$ cat config.mk
export PLATFORM = sky130hd
export DESIGN_NAME = ps2_key_receiver
export DESIGN_NICKNAME = d
export VERILOG_FILES = /design/src/rtl/ps2_key_receiver.sv
export SDC_FILE = /design/constraint.sdc
export NUM_CORES = 1
export LEC_CHECK = 0
export ABC_CLOCK_PERIOD_IN_PS = 2900
export CAP_MARGIN = 20
export CORE_UTILIZATION = 56
export CTS_CLUSTER_SIZE = 40
export DETAILED_ROUTE_END_ITERATION = 16
export GPL_TIMING_DRIVEN = 0
export PLACE_DENSITY_LB_ADDON = 0.3
export REMOVE_ABC_BUFFERS = 1
export SLEW_MARGIN = 5
export SYNTH_ARGS = -nofsm -noshare
export SYNTH_HDL_FRONTEND = slang
export SYNTH_SLANG_ARGS = --single-unit
$ cat constraint.sdc
create_clock -name clk -period 2.9 [get_ports clk]
set_input_delay 0.435 -clock clk [delete_from_list [all_inputs] [get_ports clk]]
set_output_delay 0.435 -clock clk [all_outputs]
set_load 0.1 [all_outputs]
$ cat src/rtl/ps2_key_receiver.sv
// PS/2 keyboard receive front end: 11-bit frames in, scan code + valid/released out.
// Optional parity checking is enabled by defining PS2_PARITY_CHECK_EN.
module ps2_key_receiver #(
  parameter int TIMEOUT_CYCLES = 100000
) (
  input  logic       clk,
  input  logic       rst_n,
  input  logic       ps2_clk,
  input  logic       ps2_data,
  output logic [7:0] data,
  output logic       data_valid,
  output logic       key_released,
  output logic       frame_err
);

  localparam int             CW      = $clog2(TIMEOUT_CYCLES);
  localparam logic [CW-1:0]  TO_LAST = CW'(TIMEOUT_CYCLES - 1);

  localparam logic [1:0] IDLE   = 2'd0;
  localparam logic [1:0] DATA   = 2'd1;
  localparam logic [1:0] PARITY = 2'd2;
  localparam logic [1:0] STOP   = 2'd3;

  logic          clk_s1, clk_s2, clk_hist;
  logic          dat_s1, dat_s2;
  logic [1:0]    state;
  logic [2:0]    bit_cnt;
  logic [7:0]    shreg;
  logic          break_pending;
  logic [CW-1:0] to_cnt;
  logic          fall;
  logic          parity_ok;
  logic          timed_out;

  assign fall      = clk_hist & ~clk_s2;
  assign timed_out = (state != IDLE) && !fall && (to_cnt == TO_LAST);

`ifdef PS2_PARITY_CHECK_EN
  logic parity_bit;
  assign parity_ok = ^{shreg, parity_bit};
`else
  assign parity_ok = 1'b1;
`endif

  always_ff @(posedge clk) begin
    if (!rst_n) begin
      // NOTE: synchronizer and edge history reset to the idle-high line level,
      // so leaving reset can never look like a falling edge.
      clk_s1        <= 1'b1;
      clk_s2        <= 1'b1;
      clk_hist      <= 1'b1;
      dat_s1        <= 1'b1;
      dat_s2        <= 1'b1;
      state         <= IDLE;
      bit_cnt       <= 3'd0;
      shreg         <= 8'h00;
      break_pending <= 1'b0;
      to_cnt        <= '0;
      data          <= 8'h00;
      data_valid    <= 1'b0;
      key_released  <= 1'b0;
      frame_err     <= 1'b0;
`ifdef PS2_PARITY_CHECK_EN
      parity_bit    <= 1'b0;
`endif
    end else begin
      // NOTE: non-blocking assignments everywhere here, so the sync chain
      // advances exactly one stage per clock regardless of statement order.
      clk_s1     <= ps2_clk;
      clk_s2     <= clk_s1;
      clk_hist   <= clk_s2;
      dat_s1     <= ps2_data;
      dat_s2     <= dat_s1;
      data_valid <= 1'b0;
      frame_err  <= 1'b0;

      // Inter-edge watchdog: only runs while a frame is in progress
      if (state == IDLE || fall || timed_out) to_cnt <= '0;
      else                                    to_cnt <= to_cnt + 1'b1;

      if (timed_out) begin
        state     <= IDLE;
        bit_cnt   <= 3'd0;
        frame_err <= 1'b1;
      end else if (fall) begin
        case (state)
          IDLE: begin
            if (!dat_s2) begin
              state   <= DATA;
              bit_cnt <= 3'd0;
            end
          end
          DATA: begin
            shreg <= {dat_s2, shreg[7:1]};
            if (bit_cnt == 3'd7) state <= PARITY;
            else                 bit_cnt <= bit_cnt + 3'd1;
          end
          PARITY: begin
`ifdef PS2_PARITY_CHECK_EN
            parity_bit <= dat_s2;
`endif
            state <= STOP;
          end
          STOP: begin
            state <= IDLE;
            if (dat_s2 && parity_ok) begin
              if (shreg == 8'hF0) begin
                break_pending <= 1'b1;
              end else begin
                data          <= shreg;
                key_released  <= break_pending;
                break_pending <= 1'b0;
                data_valid    <= 1'b1;
              end
            end else begin
              frame_err <= 1'b1;
            end
          end
        endcase
      end
    end
  end

endmodule
Word-level counts from Yosys, hierarchy flattened
Cells that the tools add are included.

Flip-flop bits (word level): 47. Latch bits: 0. Bits in writable memories: 0. ROM bits: 0. Input bits: 4. Memories kept: 0.

Add/sub/neg operators: 2. Multipliers: 0. Divide/modulo/power cells: 0. Order comparisons: 0. Eq/ne operators: 9. Shifts and indexed selects: 0. Muxes and demuxes: 12. Bitwise logic cells: 8. Reductions and logical operators: 16.

Operators with widths (count): 17-bit by 1-bit adder with 17-bit output (second input constant) (1); 17-bit == test (second input constant) (1); 8-bit == test (second input constant) (1); 2-bit case mux with 4 select lines (1); 4-bit AND reduction (2); 1-bit inverter (7); 1-bit 2-to-1 mux (6); 3-bit 2-to-1 mux (2); 2-bit inequality test (second input constant) (3); 3-bit case mux with 2 select lines (1); 3-bit AND reduction (2); 5-bit AND reduction (1); 5-bit OR reduction (1); 2-bit == test (second input constant) (2); 2-bit 2-to-1 mux (2); 2-bit nonzero test (2); 2-bit OR reduction (2); 3-bit by 1-bit adder with 3-bit output (second input constant) (1); 3-bit == test (second input constant) (1); 2-bit by 1-bit == test with 1-bit output (second input constant) (1); 1-bit logical AND (2); 2-bit logical NOT (1); 1-bit logical OR (2); 1-bit AND (1); 1-bit logical NOT (1).

Longest topological paths before layout
Gate-level depths: netlist (run 1).

Word-level depth: 7. Depth in mapped cells: 6.

Worst setup path before layout (run 1)
OpenSTA, ideal clock, no wires.

Kind: reg-to-reg. From: register to_cnt[6]. To: register to_cnt[15]. Library setup time: 70 ps. Arrival: 1560 ps. Required time: 2830 ps. Slack: 1270 ps. Stages on the path, launching flop included: 5. Path buffers: 0. Clock period less this slack: 1630 ps. Cell sequence: dfxtp_1 nand4_2 or3_4 or4_1 a21oi_1.

Cells in the longest elaborated chain, start to end: 4. Elaborated cells on any way between the ends: 5. Those cells by class: add/sub (1); eq/ne (1); reduce/logical (3).

Ends and longest elaborated chain: start: declaration (RTL line 30) `logic [CW-1:0] to_cnt;`; start signal: assignment (RTL line 79) `else to_cnt <= to_cnt + 1'b1;`; branches (longest 4 deep; another with 17-bit by 1-bit adder with 17-bit output).

Several ways; the timed one is not identified. A chain may end at the register's enable or synchronous reset.

Worst setup path after layout (run 1)
From: register data[1]. To: output data[1].

RTL lines: start: declaration (RTL line 10) `output logic [7:0] data,`; start signal: assignment (RTL line 110) `data <= shreg;`.

No word-level cell between the ends.

==> impl_results.md, run 1 <==
- Status: finished clean
- Sink Count: 47
- Max stage delay on crit path: roughly 1.1 ns
- ANT cells: 0
- Longest Clk Path Bufs: 2
- Setup Crit Path Kind: flop to output pin
- Syn Inst Count: 193
- First-pass GRT wire length: 5582 um
- Area Growth Syn to Fin: 12.67%
- Maxcap violations: 0
- Async SR Flop Fraction: 0
- Clk pwr share: 0.328
- Root Buffer Master: clkbuf_4
- CTS H-tree depth: 2
- Vias: 1,412
- Leakage: 0.0007995 uW
- Largest net degree at the start of global routing: 17
- PortBufs: 14
- Total CTS buffers: 5
- VDD IR max: about 0.35 mV
- Peak Freq: about 440 MHz
- Height of the die: 60.05 um
- Seq cells post-synth: 47
- Worst-path fanout max: 2
- P_int: between 700 and 800 uW
- Per-cell routed wire length: 12.90 um
- Antenna violations before repair: 0
- Buf+Inv Stages, Crit Path: 1
- DRC: 0
- Non-Filler Instances: 253
- Final setup TNS: 0 ns
- PD cells: 469.2 mW/mm^2
- Setup violators final: 0
- Post-synth top flop: dfxtp_1
- Count leader, synth: dfxtp_1
- Relative slew slack: 0.3557
- Largest cells by area after synthesis: dfxtp_1, nor2_1, mux2i_1, ha_1, a22o_1
- Vias per inst: 5.581
- Yosys cell types: 38
- # nets final: around 220
- Die ar.: 0.003605 sq mm
- Post-synth EDFFs: 0
- Hpwl dp: about 2300 um
- Final Power: 997.4 uW
- Num rows: 20
- Clock latency at the later pin of the worst-skew pair: 0.36 ns
- Die span in x: 60.05 um
- Resized Gates After CTS: 0
- Setup repair bufs after CTS: 0
- Clock slew at reported path FFs: 0.14 ns
- Top cell type's share of synthesized area: 0.4987
- Commonest cells in the netlist: dfxtp_1, nor2_1, nand2_1
- Post-route minimum period: ~2.3 ns
- Min-delay worst type: flop to flop
- Fill cell total of the finished layout: ~250
- Psw: roughly 220 uW
- RePlAce Congestion: 0.7819
- Worst clock skew: between 0.01 and 0.015 ns
- Part of the power in registers: 0.652
- Avg Cell Area, Syn: a little under 10 sq um
- Mapped cell area: 0.001887 sq mm
- DR pass1 iterations: 4
- RSZ-0062 raised after global routing: no
- 1st-iter DRT viols: 43
- Vias in the first global route: 1,343
- Post-CTS Hold Fix Bufs: 0
- ANT nets after route: 0
- Critical Path AT: 1.86 ns
- All-Layer GR Usage: 0.2117
- Total placed cells including tap cells: 245
- Sw Ratio: 0.2216
- CTS tree: done
- Ys Warns: 0
- PnR worst setup slack: 0.6034 ns
- Initial core utilization: 0.6032
- Core Footprint: 0.003128 sq mm
- Hold Fails Final Rpt: 0
- Worst-Margin Slew: approximately 0.96 ns
- Crit path max-delay family: buffers and inverters
- WL final: 3263 um
- Sequential fraction of the synthesis area: 0.4987
- Place WS: roughly 0.68 ns
- Required time worst endpoint: 2.47 ns
- CP Launch Type: flop
- Area leader, netlist: dfxtp_1
- Layout cells sized above 1: 0.06699
- CP Capture Type: output pin
- Final period utilization: 0.7919
- Cell Chain, Critical Path: clkdlybuf4s50_1
- Final Max Tran Viols: 0
- I/O Pins: 15
- CP max stage cell: clkdlybuf4s50_1
- Grt ovf: 0
- Comb pwr share: 0.020
==> layer usage <==
metal	part of all wire	GRT usage	up-vias
met5	0	0	-
met4	0.011	0.08306	0
met3	0.028	0.07143	6
met2	0.48	0.3524	24
met1	0.48	0.2500	671
li1	-	-	711
==> sequential cells by signal (all words and copies together) (netlist names) <==
register       cells
bit_cnt            3
to_cnt            17
dat_s1             1
state              2
clk_hist           1
break_pending      1
shreg              8
dat_s2             1
data_valid         1
clk_s1             1
data               8
key_released       1
clk_s2             1
frame_err          1
==> logic make-up (layout without fill, tap and decap cells) <==
logic type,Yosys count,after routing,synth area share
AO/OA/AOI/OAI,22,22,0.08488
AND/OR/NAND/NOR,84,84,0.2394
flip-flops,47,47,0.4987
buffers and inverters,11,27,0.02255
adder cells (fa/ha/maj),7,7,0.04642
XOR/XNOR,13,13,0.06035
multiplexers,9,9,0.04775
==> cells in the final DEF (no fill, tap or decap), types with 5 or more instances in the layout <==
cell type	n
nand2b_1	6
nor2_1	28
mux2i_1	9
a22o_1	9
nand2_1	13
dfxtp_1	47
clkdlybuf4s50_1	14
xnor2_1	7
clkbuf_4	5
a21oi_1	6
nand4_1	7
inv_1	5
xor2_1	6
ha_1	7
==> worst paths after layout <==
kind	startpoint	to	slack, ns	cells after the start
max	data[1]$_SDFFE_PN0P_	data[1]	0.60	1
min	dat_s1$_SDFF_PN1_	dat_s2$_SDFF_PN1_	0.43	1
max reg2reg	clk_hist$_SDFF_PN1_	data[1]$_SDFFE_PN0P_	1.04	4
min reg2reg	dat_s1$_SDFF_PN1_	dat_s2$_SDFF_PN1_	0.43	1
==> power groups by stage <==
stage | combinational (uW) | sequential [uW] | clock [uW]
CTS | 19.7 | 651 | 336
finish | 19.7 | 651 | 327
detailed placement | 19.6 | 665 | 0
global route | 21.9 | 651 | 365
global placement | 18.6 | 665 | 0
floorplan | 11.3 | 664 | 0
==> per-stage QoR <==
stage	hold slack, ns	utilization	area, sq um
floorplan	0.3863	-	1863
global placement	0.3905	0.6580	2058
detailed placement	0.3985	0.6580	2058
CTS	0.4303	0.6796	2126
global route	0.4531	0.6796	2126
finish	0.4271	0.6796	2126
==> area by class of cell <==
type,count,area (sq um),share of cell area
flip-flops and latches,47,940.9,0.4426
inverters,5,18.77,0.008829
multi-input cells,135,903.4,0.4250
repair buffers,14,140.1,0.06592
well taps,44,55.05,0.02590
clock inverters,2,16.27,0.007652
clock buffers,6,51.30,0.02413
Note: power is estimated with default switching activity, not from simulation.
==> run 2, diff against run 1 <==
Settings changed: ABC_CLOCK_PERIOD_IN_PS 2900 to 2100, CORE_UTILIZATION 56 to 51.
Clock period 2.9 ns to 2.1 ns, I/O delays scaled along.
==> run 2 against run 1 <==
First-iteration DRC count grew 23%. Global-route usage shrank 2.9 points. Clock-buffer cell count unchanged. Core utilization down 4.9 points. Sequential power increased by 38%. Die area increased by 9.5%. Combinational power increased by 35%. Highest routed layer unchanged.
==> impl_results.md, run 2 (synthesis gave the netlist of run 1 again) <==
- Post-route minimum period: 2.068 ns
- VDD IR max: 0.3682 mV
- # nets final: 219
- CP Launch Type: flop
- Final Max Tran Viols: 0
- Setup Crit Path Kind: flop to output pin
- DRC: 0
- All-Layer GR Usage: 0.1827
- Worst-Margin Slew: 0.9843 ns
- I/O Pins: 15
- Vias per inst: 5.463
- Num rows: 21
- Vias: 1,393
- Status: finished clean
- Die ar.: 0.003947 sq mm
- Crit path max-delay family: buffers and inverters
- Required time worst endpoint: 1.78 ns
- Grt ovf: 0
- Most frequent cells in the layout: dfxtp_1, nor2_1, nand2_1
- Register with the most flip-flops: to_cnt
- Leakage: 0.0009396 uW
- Sink Count: 47
- Worst-path fanout max: 1
- Maxcap violations: 0
- Largest net degree at the start of global routing: 17
- Total placed cells including tap cells: 247
- Biggest regs: to_cnt x17, data x8, shreg x8
- Busiest layer in global routing: met2
- Peak Freq: 483.6 MHz
- Fill cell total of the finished layout: 281
- 1st-iter DRT viols: 53
- Critical Path AT: 1.75 ns
- Initial core utilization: 0.5482
- Worst clock skew: 0.01177 ns
- Setup violators final: 0
- PD cells: 686.1 mW/mm^2
- RSZ-0062 raised after global routing: no
- Height of the die: approximately 63 um
- CTS tree: done
- RePlAce Congestion: 0.7876
- Vias in the first global route: 1,342
- Antenna violations before repair: 0
- Grt met1 use: 0.1959
- Final setup TNS: 0 ns
- Clock slew at reported path FFs: 0.08 ns
- Met2 Use GR: 0.3274
- Met3 usage: 0.04380
- Hpwl dp: 2385 um
- WL final: approximately 3300 um
- Final period utilization: 0.9846
- Total CTS buffers: 5
- Max FFs per register: 17
- Layout cells sized above 1: 0.06699
- ANT nets after route: 0
- Core Footprint: 0.003442 sq mm
- Register Area: 940.9 sq um
- ANT cells: 0
- Multi-input logic area: about 900 sq um
- First-pass GRT wire length: between 5000 and 6000 um
- CTS H-tree depth: 2
- Non-Filler Instances: roughly 260
- Commonest non-fill, non-tap cell in the layout: dfxtp_1
- DR pass1 iterations: 4
- Cell Chain, Critical Path: clkdlybuf4s50_1
- Min-delay worst type: flop to flop
- Buf+Inv Stages, Crit Path: 1
- Longest Clk Path Bufs: 2
- CP Capture Type: output pin
- Hold Fails Final Rpt: 0
- Per-cell routed wire length: 12.98 um
- Relative slew slack: 0.3418
- Post-CTS Hold Fix Bufs: 0
- Max stage delay on crit path: 1.14 ns
- Area Growth Syn to Fin: 15.05%
- CP max stage cell: clkdlybuf4s50_1
- PortBufs: 14
- Root Buffer Master: clkbuf_8
- Clock latency at the later pin of the worst-skew pair: 0.30 ns
- Die span in x: around 63 um
run 2: changes by cell type in the layout (fill, tap and decap cells not counted):
cell | previous run | this run
clkdlybuf4s50_1 | 14 | 5
dlygate4sd2_1 | 0 | 3
clkbuf_8 | 1 | 6
dlymetal6s2s_1 | 0 | 6
clkbuf_4 | 5 | 0
run 2: path summary, 6_finish.rpt:
| kind | start | endpoint | slack (ns) | cells after the start |
|---|---|---|---|---|
| max | frame_err$_SDFF_PN0_ | frame_err | 0.03 | 1 |
| min | clk_s1$_SDFF_PN1_ | clk_s2$_SDFF_PN1_ | 0.41 | 1 |
| max reg2reg | to_cnt[0]$_SDFF_PP0_ | bit_cnt[0]$_SDFFE_PP0P_ | 0.21 | 5 |
| min reg2reg | clk_s1$_SDFF_PN1_ | clk_s2$_SDFF_PN1_ | 0.41 | 1 |
run 2: cell type report:
cell class                 instances  area share
inverter                           5    0.008646
clock buffer                       6     0.03804
tap                               46     0.02651
timing repair buffer              14     0.06974
clock inverter                     2    0.007493
sequential                        47      0.4334
multi-input combinational        135      0.4161
run 2: metal layers:
| metal | vias up | part of all wire |
|---|---|---|
| met5 | - | 0 |
| met4 | 0 | 0.010 |
| met3 | 2 | 0.027 |
| met2 | 20 | 0.51 |
| met1 | 663 | 0.45 |
| li1 | 708 | - |
run 2: power by group:
part	internal, uW	switching, uW
Clock	269	297
Combinational	10.8	15.8
Sequential	895	2.31
run 2: metrics by stage:
step,utilization,power (uW),area [sq um],setup WS [ns],hold WS [ns]
floorplan,-,933.1,1863,0.4649,0.3863
global placement,0.5987,943.7,2061,0.07737,0.3898
detailed placement,0.5987,945.0,2061,-0.03202,0.3947
CTS,0.6263,1501,2156,0.003436,0.4168
global route,0.6307,1539,2171,0.007996,0.4377
finish,0.6307,1489,2171,0.03229,0.4134
run 2: timing repair:
action,CTS,global route
hold endpoints to repair,0,0
setup buffers,0,0
resized for setup,3,6
endpoints found under the setup margin,3,6
